**src/rtl/fp_align_stage_if.sv**
```systemverilog
// Handshake and operand bundle for the floating-point alignment stage.
// The master drives operands and Out_Ready; the slave (the stage) drives results.
interface fp_align_stage_if #(
   parameter int unsigned ExponentSize = 8,
   parameter int unsigned FractionSize = 23
);
   localparam int unsigned MantissaSize = FractionSize + 1;
   localparam int unsigned RoundingSize = MantissaSize + 3;

   logic                    In_Valid;
   logic                    In_Ready;
   logic [ExponentSize-1:0] Exponent1;
   logic [ExponentSize-1:0] Exponent2;
   logic [MantissaSize-1:0] Mantissa1;
   logic [MantissaSize-1:0] Mantissa2;
   logic                    EffOperation;
   logic                    Out_Valid;
   logic                    Out_Ready;
   logic [RoundingSize-1:0] Adder1;
   logic [RoundingSize-1:0] Adder2;
   logic                    CarryIn;
   logic [ExponentSize-1:0] ExponentBase;
   logic                    Swapped;

   modport master (
      output In_Valid, Exponent1, Exponent2, Mantissa1, Mantissa2, EffOperation, Out_Ready,
      input  In_Ready, Out_Valid, Adder1, Adder2, CarryIn, ExponentBase, Swapped
   );

   modport slave (
      input  In_Valid, Exponent1, Exponent2, Mantissa1, Mantissa2, EffOperation, Out_Ready,
      output In_Ready, Out_Valid, Adder1, Adder2, CarryIn, ExponentBase, Swapped
   );
endinterface

```
**src/rtl/fp_align_stage.sv**
```systemverilog
// Operand ordering, exponent difference and sticky right-shift for FP add/sub,
// registered behind a 2-entry skid buffer so both handshake directions are registered.
module fp_align_stage #(
   parameter int unsigned ExponentSize = 8,
   parameter int unsigned FractionSize = 23
) (
   input  logic            Clk,
   input  logic            Rst_n,
   fp_align_stage_if.slave bus
);
   localparam int unsigned MantissaSize = FractionSize + 1;
   localparam int unsigned RoundingSize = MantissaSize + 3;

   typedef struct packed {
      logic [RoundingSize-1:0] adder1;
      logic [RoundingSize-1:0] adder2;
      logic                    carry_in;
      logic [ExponentSize-1:0] exp_base;
      logic                    swapped;
   } result_t;

   logic                    w_swap;
   logic                    w_far;
   logic [ExponentSize-1:0] w_diff;
   logic [ExponentSize-1:0] w_exp_large;
   logic [MantissaSize-1:0] w_man_small;
   logic [MantissaSize-1:0] w_man_large;
   logic [RoundingSize-1:0] w_ext;
   logic [RoundingSize-1:0] w_shifted;
   logic [RoundingSize-1:0] w_lost_mask;
   logic [RoundingSize-1:0] w_aligned;
   result_t                 w_calc;
   logic                    w_in_fire;
   logic                    w_main_load;

   result_t r_main;
   result_t r_skid;
   logic    r_main_valid;
   logic    r_skid_valid;

   always_comb begin
      w_swap = (bus.Exponent2 > bus.Exponent1) ||
               ((bus.Exponent2 == bus.Exponent1) && (bus.Mantissa2 > bus.Mantissa1));
      w_diff      = w_swap ? (bus.Exponent2 - bus.Exponent1) : (bus.Exponent1 - bus.Exponent2);
      w_exp_large = w_swap ? bus.Exponent2 : bus.Exponent1;
      w_man_large = w_swap ? bus.Mantissa2 : bus.Mantissa1;
      w_man_small = w_swap ? bus.Mantissa1 : bus.Mantissa2;

      // Beyond RoundingSize every bit is shifted out; only the sticky survives.
      w_far       = (32'(w_diff) >= RoundingSize);
      w_ext       = {w_man_small, 3'b000};
      w_shifted   = w_ext >> w_diff;
      w_lost_mask = ~({RoundingSize{1'b1}} << w_diff);
      if (w_far)
         w_aligned = {{(RoundingSize-1){1'b0}}, |w_man_small};
      else
         w_aligned = {w_shifted[RoundingSize-1:1], w_shifted[0] | (|(w_ext & w_lost_mask))};

      w_calc.adder1   = bus.EffOperation ? ~w_aligned : w_aligned;
      w_calc.adder2   = {w_man_large, 3'b000};
      w_calc.carry_in = bus.EffOperation;
      w_calc.exp_base = w_exp_large;
      w_calc.swapped  = w_swap;
   end

   assign w_in_fire   = bus.In_Valid & ~r_skid_valid;
   assign w_main_load = ~r_main_valid | bus.Out_Ready;

   // In_Ready is low whenever skid is full, so skid and input never compete for main.
   always_ff @(posedge Clk or negedge Rst_n) begin
      if (!Rst_n) begin
         r_main       <= '0;
         r_skid       <= '0;
         r_main_valid <= 1'b0;
         r_skid_valid <= 1'b0;
      end else if (w_main_load) begin
         if (r_skid_valid) begin
            r_main       <= r_skid;
            r_main_valid <= 1'b1;
            r_skid_valid <= 1'b0;
         end else begin
            r_main_valid <= w_in_fire;
            if (w_in_fire)
               r_main <= w_calc;
         end
      end else if (w_in_fire) begin
         r_skid       <= w_calc;
         r_skid_valid <= 1'b1;
      end
   end

   assign bus.In_Ready     = ~r_skid_valid;
   assign bus.Out_Valid    = r_main_valid;
   assign bus.Adder1       = r_main.adder1;
   assign bus.Adder2       = r_main.adder2;
   assign bus.CarryIn      = r_main.carry_in;
   assign bus.ExponentBase = r_main.exp_base;
   assign bus.Swapped      = r_main.swapped;
endmodule

```
**src/flat_wrapper.sv**
```systemverilog
// flat-port wrapper written by rule: the top's interface ports become plain ports
module fp_align_stage_flat 
#(
   parameter int unsigned ExponentSize = 8,
   parameter int unsigned FractionSize = 23
)
  (Clk, Rst_n, bus_In_Valid, bus_Exponent1, bus_Exponent2, bus_Mantissa1, bus_Mantissa2, bus_EffOperation, bus_Out_Ready, bus_In_Ready, bus_Out_Valid, bus_Adder1, bus_Adder2, bus_CarryIn, bus_ExponentBase, bus_Swapped);
  fp_align_stage_if #(.ExponentSize(ExponentSize), .FractionSize(FractionSize)) bus_i ();
  input  logic Clk;
  input  logic Rst_n;
  input wire logic [$bits(bus_i.In_Valid)-1:0] bus_In_Valid;
  input wire logic [$bits(bus_i.Exponent1)-1:0] bus_Exponent1;
  input wire logic [$bits(bus_i.Exponent2)-1:0] bus_Exponent2;
  input wire logic [$bits(bus_i.Mantissa1)-1:0] bus_Mantissa1;
  input wire logic [$bits(bus_i.Mantissa2)-1:0] bus_Mantissa2;
  input wire logic [$bits(bus_i.EffOperation)-1:0] bus_EffOperation;
  input wire logic [$bits(bus_i.Out_Ready)-1:0] bus_Out_Ready;
  output wire logic [$bits(bus_i.In_Ready)-1:0] bus_In_Ready;
  output wire logic [$bits(bus_i.Out_Valid)-1:0] bus_Out_Valid;
  output wire logic [$bits(bus_i.Adder1)-1:0] bus_Adder1;
  output wire logic [$bits(bus_i.Adder2)-1:0] bus_Adder2;
  output wire logic [$bits(bus_i.CarryIn)-1:0] bus_CarryIn;
  output wire logic [$bits(bus_i.ExponentBase)-1:0] bus_ExponentBase;
  output wire logic [$bits(bus_i.Swapped)-1:0] bus_Swapped;
  assign bus_i.In_Valid = bus_In_Valid;
  assign bus_i.Exponent1 = bus_Exponent1;
  assign bus_i.Exponent2 = bus_Exponent2;
  assign bus_i.Mantissa1 = bus_Mantissa1;
  assign bus_i.Mantissa2 = bus_Mantissa2;
  assign bus_i.EffOperation = bus_EffOperation;
  assign bus_i.Out_Ready = bus_Out_Ready;
  assign bus_In_Ready = bus_i.In_Ready;
  assign bus_Out_Valid = bus_i.Out_Valid;
  assign bus_Adder1 = bus_i.Adder1;
  assign bus_Adder2 = bus_i.Adder2;
  assign bus_CarryIn = bus_i.CarryIn;
  assign bus_ExponentBase = bus_i.ExponentBase;
  assign bus_Swapped = bus_i.Swapped;
  fp_align_stage #(.ExponentSize(ExponentSize), .FractionSize(FractionSize)) u_core (.Clk(Clk), .Rst_n(Rst_n), .bus(bus_i));
endmodule
```
**config.mk**
```make
export PLATFORM = sky130hd
export DESIGN_NAME = fp_align_stage_flat
export DESIGN_NICKNAME = d
export VERILOG_FILES = /design/src/rtl/fp_align_stage_if.sv /design/src/rtl/fp_align_stage.sv /design/src/flat_wrapper.sv
export SDC_FILE = /design/constraint.sdc
export NUM_CORES = 1
export LEC_CHECK = 0
export ABC_AREA = 0
export BUFFER_PORTS_ARGS = -buffer_cell sky130_fd_sc_hd__buf_4
export CAP_MARGIN = 20
export CELL_PAD_IN_SITES_DETAIL_PLACEMENT = 1
export CELL_PAD_IN_SITES_GLOBAL_PLACEMENT = 1
export CORE_MARGIN = 4
export CORE_UTILIZATION = 39
export DETAILED_ROUTE_END_ITERATION = 16
export HOLD_SLACK_MARGIN = 0.05
export PLACE_DENSITY_LB_ADDON = 0.2
export SLEW_MARGIN = 20
export SYNTH_ARGS = -nofsm -noshare
export SYNTH_HDL_FRONTEND = slang
export SYNTH_SLANG_ARGS = --single-unit
```
**constraint.sdc**
```tcl
create_clock -name Clk -period 1.5 [get_ports Clk]
set_input_delay 0.3 -clock Clk [delete_from_list [all_inputs] [get_ports Clk]]
set_output_delay 0.3 -clock Clk [all_outputs]
set_load 0.03 [all_outputs]
```
==> metrics.md <==
| Metric | Value |
|---|---|
| DPL Wire Length | roughly 33000 um |
| Layout cells sized above 1 | a little over half |
| Clk Tree Root Cell | clkbuf_16 |
| Placed insts | 1860 |
| Reg2Reg Setup Slack | -400 ps |
| Clock power frac | 20.7% |
| Initial DRT Pass Iterations | 6 |
| Reg2reg start | u_core.r_skid_valid |
| Routed Antenna Nets | 0 |
| Worst Hold End | u_core.bus.Out_Valid |
| CP endpoint kind | flip-flop |
| Startpoint types | input port |
| RSZ-0062 raised after global routing | true |
| Failing checks | capacitance limit, slew limit, setup timing |
| Vias | about 13k |
| Share of synthesized registers carrying an async set or reset | between 90% and 100% |
| Register area share after synthesis | about a third |
| Synthesized flop and latch total | 124 |
| Leakage | between 0.007 and 0.008 uW |
| Worst reg2reg path depth | 5 |
| Die area | between 20000 and 30000 um2 |
| Synthesis-to-finish area growth | 76.2% |
| EDFF count, synth | 0 |
| Synthesized area per cell | between 7 and 8 um2 |
| Worst Skew | 9.31 ps |
| FF+latch area | about 3100 um2 |
| Total Power | approximately 22000 uW |
| Area of the multi-input gates | a little over 8000 um2 |
| 1st-iter DRT viols | 1576 |
| Worst Path Required | 1800 ps |
| Gr usage total | roughly 37% |
| Final slew viol count | 2 |
| Wire per inst | 33.4 um |
| # rows | 57 |
| Most frequent cell after synthesis | nor2_1 |
| Met2 routed WL | about 30000 um |
| TritonCTS clock tree | built |
| DRT Wirelength | about 66000 um |
| Area leader, netlist | dfrtp_1 |
| Largest cells by area after synthesis | dfrtp_1 (32%), a21oi_1 (9.2%), nor2_1 (6.9%), ha_1 (5.1%), nand2_1 (4.8%) |
| Die height | roughly 170 um |
| Cells after Synth | around 1.2k |
| Clock-pin slew on the worst setup and hold paths | around 60 ps |
| Internal power | about 12000 uW |
| Slew margin rel. | -2.76% |
| Arr. time, crit path | about 5200 ps |
| Sequential cell fraction of total power | roughly 22% |
| Final setup viols | around 120 |
| Crit path max fanout | 6 |
| Fillers | between 2k and 3k |
| CTS HTree Levels | 4 |
| Core area | around 24000 um2 |
| VDD IR max | between 0.8 and 0.9 mV |
| WS Path Type | input port to flip-flop |
| Setup ws final | -3400 ps |
| Dpl cell area | around 13000 um2 |
| Switching share of power | between 40% and 50% |
| Mapped Area | between 9000 and 10000 um2 |
| Max Cap Viol | 1 |
| Vias in the first global route | about 13k |
| Comb power frac | a little under three fifths |
| Top-area cell type share of the netlist area | 32.2% |
| Worst slack, placed | -3330 ps |
| Worst r2r dst | u_core.bus.Adder1[2] |
| Clk sinks | between 100 and 150 |
| CTS Buf Count | 17 |
| Largest net degree at the start of global routing | 86 |
| Tightest Pin Transition | 1520 ps |
| DR top layer | met5 |
| GP Congestion | 0.982 |
| Hold path start | bus_In_Valid |
| I/O pin cnt | between 100 and 150 |
| Crit path time final | about 4900 ps |
| Grt total ovfl | 0 |
| Vias per cell | slightly below 7 |
| Skew-Pair Late Insertion Delay | 430 ps |
| Nets@finish | 1750 |
| Met1 wire length | 22400 um |
| Status | finished with violations |
| Routed wl met3 | approximately 6100 um |
| Hold_ws | 197 ps |
| Starting density of the core | 39.6% |
| First-pass GRT wire length | ~76000 um |
| Netlist cell types | 85 |
| PD cells | between 1000 and 1500 nW/um2 |
| Worst min path class | input port to flip-flop |
| Drt drc | 0 |
| Buffers added on ports | 131 |
| Final Cycle Share | 327% |
| Prevailing post-synth register cell | dfrtp_1 |
| Psw | around 10000 uW |
| Non-filler cells, final | around 2.0k |
| Initial antenna violation count | 1 |
| Clock Tree Buf Depth | 2 |
| Hold Path Cell Cnt | 3 |
| Final hold violation count | 0 |
| Chip width | approximately 170 um |
| Post-route cell area | 17000 um2 |
| Yosys warns | 0 |
| Top cells by count, synth | nor2_1 (177), a21oi_1 (176), dfrtp_1 (124), nand2_1 (124), o21ai_0 (66) |
| Fmax | approximately 200 MHz |
| ANT cells | 0 |
-- flip-flops by register name (all words and copies together) (netlist names) --
register / flops
u_core.r_skid: 61
u_core.bus.Swapped: 1
u_core.r_skid_valid: 1
u_core.bus.Adder2: 24
u_core.bus.ExponentBase: 8
u_core.bus.CarryIn: 1
u_core.bus.Adder1: 27
u_core.bus.Out_Valid: 1
-- worst max path at each step --
| stage | slack [ps] | startpoint | end | depth (start not counted) |
|---|---|---|---|---|
| finish | -3400 | bus_Mantissa1[18] | u_core.bus.Adder1[0] | 22 |
| global placement | -3240 | bus_Exponent2[0] | u_core.bus.Adder1[0] | 20 |
| detailed placement | -3330 | bus_Exponent2[0] | u_core.bus.Adder1[0] | 22 |
| floorplan | -2700 | bus_Exponent2[0] | u_core.bus.Adder1[0] | 19 |
| global route | -3540 | bus_Mantissa1[18] | u_core.bus.Adder1[0] | 21 |
| CTS | -2580 | bus_Exponent2[0] | u_core.bus.Adder1[0] | 22 |
-- power by group through the flow --
| stage | combinational [uW] | sequential, uW | clock (uW) |
|---|---|---|---|
| CTS | 9670 | 4670 | 4460 |
| global placement | 8250 | 4620 | 0 |
| floorplan | 4170 | 5350 | 0 |
| detailed placement | 8450 | 4680 | 0 |
| global route | 12900 | 4940 | 4700 |
| finish | 12600 | 4910 | 4570 |
-- cells in the final DEF, fill, tap and decap left out, types with 21 or more instances in the layout --
| master | instances |
|---|---|
| buf_6 | 55 |
| nand3_1 | 21 |
| a21oi_4 | 33 |
| nand2_1 | 103 |
| nor2_2 | 34 |
| nor2_1 | 110 |
| dfrtp_1 | 122 |
| o21ai_1 | 57 |
| buf_4 | 415 |
| ha_1 | 37 |
| a21oi_1 | 74 |
| a21oi_2 | 69 |
| inv_1 | 42 |
| nor2_4 | 34 |
-- cells by family (layout without fill, tap and decap cells) --
| family | Yosys count | in the layout | share of synthesized area, % |
|---|---|---|---|
| buffers and inverters | 139 | 583 | 6.42 |
| multiplexers | 65 | 65 | 8.81 |
| flip-flops | 124 | 124 | 32.2 |
| AND/OR/NAND/NOR | 408 | 408 | 18.2 |
| AO/OA/AOI/OAI | 388 | 389 | 24.8 |
| adder cells (fa/ha/maj) | 42 | 42 | 5.59 |
| XOR/XNOR | 39 | 39 | 3.86 |
| other | 1 | 3 | 0.0390 |
-- worst max-delay path, stage by stage --
cell and delay (ps):
buf_4 120, inv_1 60, ha_1 310, buf_4 160
a21o_1 180, a2111oi_0 700, or3_1 340, o211ai_4 150
o21ai_4 210, buf_12 160, mux2i_4 340, buf_6 170
xnor2_4 200, buf_12 170, and2_4 160, a211oi_2 60
o31ai_1 430, nand4_1 250, o41ai_2 250, buf_4 190
mux2i_1 210, nand3_1 100
-- timing repair --
item,in CTS,in global routing
hold buffers,1,0
gates cloned,3,3
endpoints found under the setup margin,121,123
endpoints found under the hold margin,20,0
pin swaps,61,92
setup buffers,33,53
gates resized for setup,202,252
-- through the flow --
| stage | TNS [ps] | util (%) |
|---|---|---|
| finish | -282520 | 69.7 |
| detailed placement | -290090 | 54.9 |
| global placement | -276280 | 54.9 |
| CTS | -211030 | 63.1 |
| floorplan | -230810 | - |
| global route | -291210 | 69.7 |
-- layout make-up --
class	instances	share of cell area, %
clock buffers	20	2.75
flip-flops and latches	124	18.3
multi-input cells	946	48.3
well taps	324	2.39
repair buffers	505	26.1
inverters	46	1.11
clock inverters	12	0.937
-- metal layers --
layer  track usage (%)  vias up
met3              6.23      483
met1              43.5     6522
met5                 0        -
met4              24.3        4
li1                  -     5166
met2              61.7     1176
(Power assumes the default switching activity.)
